## src/rtl/reaction_pkg.sv

```systemverilog
// reaction_pkg
// Shared definitions for the reaction-time trial sequencer. It holds the state
// encoding, the display and best-time limits, the time width, and the LFSR
// seed, tap mask and step function.
package reaction_pkg;

    localparam int TIME_W = 14;

    localparam logic [TIME_W-1:0] BEST_RESET = 14'd9999;
    localparam logic [TIME_W-1:0] DISP_MAX   = 14'd9999;

    // Galois form of x^16+x^14+x^13+x^11 for a right-shifting register.
    localparam logic [15:0] LFSR_SEED = 16'hACE1;
    localparam logic [15:0] LFSR_TAPS = 16'hB400;

    typedef enum logic [2:0] {
        ST_IDLE        = 3'd0,
        ST_WAIT        = 3'd1,
        ST_GO          = 3'd2,
        ST_RESULT      = 3'd3,
        ST_FALSE_START = 3'd4,
        ST_TIMEOUT     = 3'd5
    } state_t;

    // A nonzero state never steps to zero, so no lock-up guard is needed.
    function automatic logic [15:0] lfsr_next(input logic [15:0] s);
        return {1'b0, s[15:1]} ^ (s[0] ? LFSR_TAPS : 16'h0000);
    endfunction

endpackage

```

## src/rtl/ms_tick_gen.sv

```systemverilog
// ms_tick_gen
// Clearable clock divider that produces a one-cycle millisecond strobe.
// Ports:
//   clk   in  : system clock
//   reset in  : synchronous active-high reset
//   clr   in  : restarts the divider at 0 on the next edge
//   tick  out : high for one cycle while the divider sits at TICK_DIV-1
module ms_tick_gen #(
    parameter int TICK_DIV = 50000
) (
    input  logic clk,
    input  logic reset,
    input  logic clr,
    output logic tick
);

    localparam int DIV_W = (TICK_DIV > 1) ? $clog2(TICK_DIV) : 1;
    localparam logic [DIV_W-1:0] DIV_LAST = DIV_W'(TICK_DIV - 1);

    logic [DIV_W-1:0] r_div;

    always_ff @(posedge clk) begin
        if (reset || clr) begin
            r_div <= '0;
        end else if (r_div == DIV_LAST) begin
            r_div <= '0;
        end else begin
            r_div <= r_div + DIV_W'(1);
        end
    end

    assign tick = (r_div == DIV_LAST);

endmodule

```

## src/rtl/reaction_trial_sequencer.sv

```systemverilog
// reaction_trial_sequencer
// Runs one reaction-time trial: arm on a start press, wait a pseudo-random
// foreperiod, light the go LED and start the external ms timer, then stop it
// on the react press or on timeout. False starts and timeouts hold an error
// indication for a fixed time. Tracks the best valid time since reset.
// Ports:
//   clk, reset            : clock, synchronous active-high reset
//   start_btn, react_btn  : debounced button levels (rising edges are used)
//   ms_time               : running ms count from the external timer
//   start_timer           : one-cycle pulse clearing/starting the timer
//   stop_timer            : one-cycle pulse freezing the timer
//   led                   : go light
//   show_error            : high in FALSE_START or TIMEOUT
//   done                  : high in RESULT
//   result, best          : last valid time and session minimum (ms)
//   state_out             : current state encoding
module reaction_trial_sequencer
    import reaction_pkg::*;
#(
    parameter int TICK_DIV     = 50000,
    parameter int MIN_DELAY_MS = 1000,
    parameter int RAND_BITS    = 11,
    parameter int TIMEOUT_MS   = 2000,
    parameter int ERR_HOLD_MS  = 1500
) (
    input  logic              clk,
    input  logic              reset,
    input  logic              start_btn,
    input  logic              react_btn,
    input  logic [TIME_W-1:0] ms_time,
    output logic              start_timer,
    output logic              stop_timer,
    output logic              led,
    output logic              show_error,
    output logic              done,
    output logic [TIME_W-1:0] result,
    output logic [TIME_W-1:0] best,
    output logic [2:0]        state_out
);

    state_t            r_state;
    logic              r_start_q1, r_start_q2;
    logic              r_react_q1, r_react_q2;
    logic [15:0]       r_lfsr;
    logic [TIME_W-1:0] r_target;
    logic [TIME_W-1:0] r_ms;
    logic              r_start_timer, r_stop_timer, r_led, r_show_error, r_done;
    logic [TIME_W-1:0] r_result, r_best;

    logic              w_start_rise, w_react_rise, w_tick, w_clr;
    logic              w_wait_done, w_go_timeout, w_hold_done;
    logic [TIME_W-1:0] w_sat;

    ms_tick_gen #(.TICK_DIV(TICK_DIV)) u_tick (
        .clk   (clk),
        .reset (reset),
        .clr   (w_clr),
        .tick  (w_tick)
    );

    // Each phase ends on the tick that completes its N-th millisecond, so a
    // phase of N ms lasts exactly N*TICK_DIV cycles after the clear.
    always_comb begin
        w_start_rise = r_start_q1 & ~r_start_q2;
        w_react_rise = r_react_q1 & ~r_react_q2;
        w_wait_done  = w_tick && (r_ms == r_target - TIME_W'(1));
        w_go_timeout = w_tick && (r_ms == TIME_W'(TIMEOUT_MS - 1));
        w_hold_done  = w_tick && (r_ms == TIME_W'(ERR_HOLD_MS - 1));
        w_sat        = (ms_time > DISP_MAX) ? DISP_MAX : ms_time;
        // Divider and ms counter restart on every entry into a timed phase.
        w_clr = (((r_state == ST_IDLE) || (r_state == ST_RESULT)) && w_start_rise)
             || ((r_state == ST_WAIT) && (w_react_rise || w_wait_done))
             || ((r_state == ST_GO) && !w_react_rise && w_go_timeout);
    end

    always_ff @(posedge clk) begin
        if (reset) begin
            r_start_q1 <= 1'b0;
            r_start_q2 <= 1'b0;
            r_react_q1 <= 1'b0;
            r_react_q2 <= 1'b0;
            r_lfsr     <= LFSR_SEED;
            r_ms       <= '0;
        end else begin
            r_start_q1 <= start_btn;
            r_start_q2 <= r_start_q1;
            r_react_q1 <= react_btn;
            r_react_q2 <= r_react_q1;
            r_lfsr     <= lfsr_next(r_lfsr);
            if (w_clr) begin
                r_ms <= '0;
            end else if (w_tick && (r_ms != '1)) begin
                r_ms <= r_ms + TIME_W'(1);
            end
        end
    end

    always_ff @(posedge clk) begin
        if (reset) begin
            r_state       <= ST_IDLE;
            r_target      <= '0;
            r_start_timer <= 1'b0;
            r_stop_timer  <= 1'b0;
            r_led         <= 1'b0;
            r_show_error  <= 1'b0;
            r_done        <= 1'b0;
            r_result      <= '0;
            r_best        <= BEST_RESET;
        end else begin
            r_start_timer <= 1'b0;
            r_stop_timer  <= 1'b0;
            case (r_state)
                ST_IDLE, ST_RESULT: begin
                    if (w_start_rise) begin
                        r_state  <= ST_WAIT;
                        r_target <= TIME_W'(MIN_DELAY_MS) + TIME_W'(r_lfsr[RAND_BITS-1:0]);
                        r_done   <= 1'b0;
                    end
                end
                ST_WAIT: begin
                    // A press in the final foreperiod cycle is still early.
                    if (w_react_rise) begin
                        r_state      <= ST_FALSE_START;
                        r_show_error <= 1'b1;
                    end else if (w_wait_done) begin
                        r_state       <= ST_GO;
                        r_led         <= 1'b1;
                        r_start_timer <= 1'b1;
                    end
                end
                ST_GO: begin
                    if (w_react_rise) begin
                        r_state      <= ST_RESULT;
                        r_led        <= 1'b0;
                        r_done       <= 1'b1;
                        r_stop_timer <= 1'b1;
                        r_result     <= w_sat;
                        if (w_sat < r_best) begin
                            r_best <= w_sat;
                        end
                    end else if (w_go_timeout) begin
                        r_state      <= ST_TIMEOUT;
                        r_led        <= 1'b0;
                        r_show_error <= 1'b1;
                        r_stop_timer <= 1'b1;
                    end
                end
                ST_FALSE_START, ST_TIMEOUT: begin
                    if (w_hold_done) begin
                        r_state      <= ST_IDLE;
                        r_show_error <= 1'b0;
                    end
                end
                default: begin
                    r_state      <= ST_IDLE;
                    r_led        <= 1'b0;
                    r_show_error <= 1'b0;
                    r_done       <= 1'b0;
                end
            endcase
        end
    end

    assign start_timer = r_start_timer;
    assign stop_timer  = r_stop_timer;
    assign led         = r_led;
    assign show_error  = r_show_error;
    assign done        = r_done;
    assign result      = r_result;
    assign best        = r_best;
    assign state_out   = r_state;

endmodule

```

## config.mk

```make
export PLATFORM = sky130hd
export DESIGN_NAME = reaction_trial_sequencer
export DESIGN_NICKNAME = d
export VERILOG_FILES = /design/src/rtl/reaction_pkg.sv /design/src/rtl/ms_tick_gen.sv /design/src/rtl/reaction_trial_sequencer.sv
export SDC_FILE = /design/constraint.sdc
export NUM_CORES = 1
export LEC_CHECK = 0
export CORE_MARGIN = 3
export CORE_UTILIZATION = 55
export CTS_CLUSTER_SIZE = 12
export DETAILED_ROUTE_END_ITERATION = 12
export GPL_TIMING_DRIVEN = 0
export MAX_ROUTING_LAYER = met4
export PLACE_DENSITY_LB_ADDON = 0.2
export SLEW_MARGIN = 30
export SYNTH_ARGS = -nofsm -noshare
export SYNTH_HDL_FRONTEND = slang
export SYNTH_SLANG_ARGS = --single-unit
```

## constraint.sdc

```tcl
create_clock -name clk -period 3.4 [get_ports clk]
set_input_delay 0.34 -clock clk [delete_from_list [all_inputs] [get_ports clk]]
set_output_delay 0.34 -clock clk [all_outputs]
set_load 0.01 [all_outputs]
```

**Word-level counts from Yosys, hierarchy flattened**

Cells that the tools add are included.

- Latch bits: 0
- Word-level logic and storage cells: 106
- Register bits after elaboration: 100
- Output and inout port bits: 36
- Memory bits (writable): 0
- Memory bits (read-only): 0
- Input port bits: 18
- Memories: 0

- Bitwise gates (word level): 10
- $mul: 0
- Div/mod/pow operators: 0
- $lt $le $gt $ge: 2
- Reductions and logical operators: 30
- Multiplexer cells: 24
- $add $sub $neg: 4
- Equal/unequal tests: 20
- Shift-type cells: 0

Operator list:

| kind | number |
|---|---|
| $eq A14 B11 Y1 const B | 2 |
| $mux W3 | 6 |
| $add A16 B1 Y16 const B | 1 |
| $eq A16 B16 Y1 const B | 1 |
| $mux W16 | 1 |
| $ne A2 B2 Y1 const B | 8 |
| $xor A15 B16 Y16 | 1 |
| $add A14 B1 Y14 const B | 1 |
| $eq A14 B14 Y1 | 1 |
| $gt A14 B14 Y1 const B | 1 |
| $lt A14 B14 Y1 | 1 |
| $mux W14 | 1 |
| $ne A14 B14 Y1 const B | 1 |
| $sub A14 B1 Y14 const B | 1 |
| $add A10 B11 Y12 const A | 1 |
| $mux W1 | 12 |
| $pmux W3 S4 | 1 |
| $reduce_or A2 Y1 | 5 |
| $logic_and A1 B1 Y1 | 8 |
| $reduce_and A4 Y1 | 2 |
| $not A1 Y1 | 7 |
| $eq A3 B2 Y1 const B | 2 |
| $eq A3 B3 Y1 const B | 2 |
| $ne A3 B3 Y1 const B | 2 |
| 12 further kinds | 21 |

**Depth between registers and ports, before layout**

- Depth in word-level cells: 9
- Depth in mapped cells: 13
- Gate-level depth less buffers: 12

**By module**

From an unflattened synthesis, not the netlist that was laid out.

- Cells, all modules: 580
- Area, all modules: 4974.8 um2

By module, submodules not included:

| module | cells an instance | seq. area each (um2) | times used | area each (um2) |
|---|---|---|---|---|
| reaction_trial_sequencer | 500 | 1641.6 | 1 | 4254.1 |
| ms_tick_gen | 80 | 320.3 | 1 | 720.7 |

**Worst setup path after synthesis**

Ideal clock, no wire load.

- Kind: input to register
- Start point: in ms_time[6]
- End point: reg r_best[5] (netlist: best[5])
- Stages on the path: 13
- Slack: 0.691 ns
- Path buffers: 1
- Arrival: 2.639 ns
- Library setup time: 0.071 ns
- Cells stage by stage: nor4_1 > o21ai_0 > nand2_1 > nand2b_1 > ha_1 > a21oi_1 > nor2b_1 > o21ai_0 > o211ai_1 > a211oi_1 > clkbuf_1 > nand3_1 > a21oi_1

- Cells in the longest elaborated chain, start to end: 4

Ends and longest elaborated chain:

| item | line | RTL |
|---|---|---|
| from (decl) | reaction_trial_sequencer.sv:30 | `input logic [TIME_W-1:0] ms_time,` |
| $gt A14 B14 Y1 | reaction_trial_sequencer.sv:69 | `w_sat = (ms_time > DISP_MAX) ? DISP_MAX : ms_time;` |
| $mux W14 | reaction_trial_sequencer.sv:69 |  |
| net w_sat[2] | reaction_trial_sequencer.sv:52 | `logic [TIME_W-1:0] w_sat;` |
| $lt A14 B14 Y1 | reaction_trial_sequencer.sv:138 | `if (w_sat < r_best) begin` |
| $reduce_and A3 Y1 (no line) | n/a |  |
| to (signal assigned) | reaction_trial_sequencer.sv:139 | `r_best <= w_sat;` |
| to (decl) | reaction_trial_sequencer.sv:48 | `logic [TIME_W-1:0] r_result, r_best;` |

The timed path passes the listed nets, and every way through them passes these cells.
A chain may end at the register's enable or synchronous reset.

**Worst setup path after layout**

- Start point: in ms_time[6]
- End point: reg r_best[12] (netlist: best[12])

The elaborated chain is that of the path after synthesis.

==> results.json <==
{
  "grt_start_max_net_pins": 19,
  "gp_congestion": 0.911,
  "globalRouteTotalUtil_pct": 24.2,
  "power_leakage_uw": 0.00215,
  "detail_route.first_pass.iterations": 5,
  "startpoint_type": "input port",
  "initialDrtViolationCount": 207,
  "synthToLayoutAreaGrowth_pct": 18.0,
  "ff_latch_area_sq_um": 1960,
  "slowest_delay_ns": 0.44,
  "yosysTopAreaCell": "dfxtp_1",
  "fmax_ghz": 0.317,
  "fill_cells": 727,
  "cts_max_level": 3,
  "drv.max_cap_violation_count": 0,
  "number_of_enable_flip_flop_cells_after_synthesis": 0,
  "net-switching-power_uw": 935,
  "internal_power_uw": 1960,
  "synth_most_common_cell": "dfxtp_1",
  "async_reset_ff_share_pct": 0,
  "postRouteWirelength_microns": 11900,
  "synth-main-ff-cell": "dfxtp_1",
  "core.rowCount": 34,
  "globalRoute.totalOverflow": 0,
  "setup.worst_path.end_class": "flop",
  "numPortBuffers": 52,
  "clock_path_buffers": 2,
  "power_switching_share_pct": 32.3,
  "cts_tree": "yes",
  "cts.root.buffer_cell": "clkbuf_8",
  "grt_pass1_vias": 4101,
  "fin_worst_hold_slack_ns": 0.428,
  "wl_per_cell_microns": 15.6,
  "power_per_cell_area_nw_per_um2": 489,
  "synth_seq_cells": 98,
  "share_comb_of_total_power_pct": 27.3,
  "unique_cell_type_count_in_the_yosys_netlist": 59,
  "synth.yosys.seq_area_share_pct": 39.1,
  "dpl.hpwl_microns": 8980,
  "worst_path_dominant_cell_family": "compound AO/OA/AOI/OAI gates",
  "placement.cell_area_sq_um": 5670,
  "data_required_critical_path_ns": 3.63,
  "skew_pair_late_insertion_delay_ns": 0.37,
  "syn_area_sq_um": 5020,
  "coreArea_sq_um": 8810,
  "critical_path_arrival_ns": 3.38,
  "drc": 0,
  "tritoncts_num_sinks": 98,
  "worst_path_clk_slew_ns": 0.10,
  "outcome": "complete, no violations",
  "grt_first_pass_wirelength_microns": 19500,
  "syn_avg_cell_area_sq_um": 8.59,
  "tightest_slew_ns": 0.682,
  "setup-violations-final": 0,
  "hold_violations": 0,
  "via_per_inst": 5.77,
  "grt_antenna_before_repair": 0,
  "top_level_ports": 54,
  "post-route-cell-area_sq_um": 5920,
  "clock-skew-final_ns": 0.0144,
  "full_die_area_sq_um": 10300,
  "synth.cells.most_frequent": "dfxtp_1, nor2_1, nand2_1",
  "die_width_microns": 102,
  "minimum_clock_period_ns": 3.15,
  "postSynthCellCount": 584,
  "detailroute.via_count": 4397,
  "final_antenna_net_count": 0,
  "synth.top_cells.by_area": "dfxtp_1, nor2_1, xnor2_1",
  "multi_input_area_sq_um": 2820,
  "synth.yosys.warnings": 0,
  "fin_tns_setup_ns": 0,
  "worst-path-max-fanout": 10,
  "timing.critical_path.slowest_stage_cell": "clkdlybuf4s50_1",
  "design.final.nets": 684,
  "min-delay-path-class": "flop to flop",
  "clkPwrFrac_pct": 28.4,
  "start_util_pct": 57.0,
  "fin_crit_sh_pct": 92.7,
  "path_cells": "clkdlybuf4s50_1 -> nor4_1 -> o21ai_1 -> nand2_2 -> nand2b_1 -> ha_1 -> a21oi_1 -> nor2b_1 -> o21ai_0 -> o211ai_1 -> a211o_1 -> clkbuf_1 -> o21ai_0 -> a21oi_1",
  "number_of_slew_limit_violations_in_the_final_report": 0,
  "critical_path_class": "input port to flop",
  "synthDominantCellAreaShare_pct": 39.1,
  "seq_power_share_pct": 44.4,
  "cts_hold_repair.buffers": 0,
  "vdd_drop_max_uv": 432,
  "antenna_cells_inserted": 0,
  "cts_buffers": 9,
  "path_buf_inv": 2,
  "final_layout_size_suffix_gt1_share_pct": 9.79,
  "die_h_microns": 102,
  "max_slew_margin_pct": 54.4,
  "syn-num-nets": 619
}
==> flip-flops by register name, indices dropped and copies added (netlist names) <==
name / flops
r_lfsr: 16
u_tick.r_div: 16
best: 14
r_ms: 14
result: 14
r_target: 12
state_out: 3
done: 1
led: 1
r_react_q1: 1
r_react_q2: 1
r_start_q1: 1
r_start_q2: 1
show_error: 1
start_timer: 1
stop_timer: 1
==> cell type report <==
type / instances / area share, %
Multi-Input combinational cell: 432 / 47.7
Sequential cell: 98 / 33.2
Timing Repair Buffer: 54 / 9.05
Buffer: 35 / 3.04
Clock buffer: 10 / 2.33
Tap cell: 108 / 2.28
Clock inverter: 6 / 1.29
Inverter: 19 / 1.21
==> final timing paths <==
path | start | endpoint | slack [ns] | cells after the start
hold / removal | r_lfsr[12] | r_lfsr[11] | 0.43 | 1
hold reg to reg | r_lfsr[12] | r_lfsr[11] | 0.43 | 1
setup reg to reg | r_target[0] | u_tick.r_div[8] | 0.55 | 11
setup / recovery | ms_time[6] | best[12] | 0.25 | 14
==> cells in the final DEF (no fill, tap or decap), drive strengths merged, types with 3 or more instances in the layout <==
cell,count
a211o,4
a211oi,11
a21oi,34
a311oi,3
and2,7
and3,9
buf,9
clkbuf,38
clkdlybuf4s50,52
dfxtp,98
ha,17
inv,24
mux2i,9
nand2,36
nand2b,15
nand3,23
nand4,12
nor2,67
nor2b,21
nor3,32
nor3b,5
nor4,16
o21ai,16
o21bai,7
o31ai,3
or2,7
or3,3
or4,5
xnor2,28
xor2,20
==> logic make-up (layout without fill, tap and decap cells) <==
| family | Yosys count | in the layout | synth area share (%) |
|---|---|---|---|
| AOI/OAI and AO/OA | 90 | 90 | 11.7 |
| and+or+nand+nor | 267 | 267 | 29.6 |
| xor gates and xnor gates | 48 | 48 | 8.38 |
| DFF | 98 | 98 | 39.1 |
| adders and majority gates | 17 | 17 | 4.24 |
| muxes | 10 | 10 | 2.02 |
| buffers and inverters | 54 | 124 | 4.94 |
==> stage by stage <==
| stage | worst slack, ns | cells | power (uW) | util, % |
|---|---|---|---|---|
| after global placement | -0.497 | 744 | 2050 | 64.4 |
| final | 0.248 | 762 | 2890 | 67.2 |
| after floorplan | 0.691 | 584 | 1870 | - |
| after detailed placement | -0.539 | 744 | 2080 | 64.4 |
| after CTS | 0.0218 | 760 | 2900 | 66.9 |
| after global routing | -0.0249 | 762 | 3040 | 67.2 |
==> metal layers <==
metal,track usage (%),vias up,wire (microns)
met2,39.8,114,5760
met4,6.24,0,152
met3,3.93,11,578
met1,31.0,2103,5380
li1,-,2169,-
met5,-,-,0
==> power by group through the flow <==
stage / Sequential, uW / Combinational [uW] / Clock, uW
CTS: 1280 / 781 / 832
finish: 1280 / 789 / 821
global route: 1290 / 866 / 878
global placement: 1300 / 749 / 0
detailed placement: 1310 / 773 / 0
floorplan: 1310 / 561 / 0
==> timing repair <==
item	CTS	global route
setup buffers	0	2
gates resized for setup	3	5
hold endpoints to repair	0	0
setup endpoints to repair	10	14
pin swaps	0	0
Note: power is estimated with default switching activity, not from simulation.
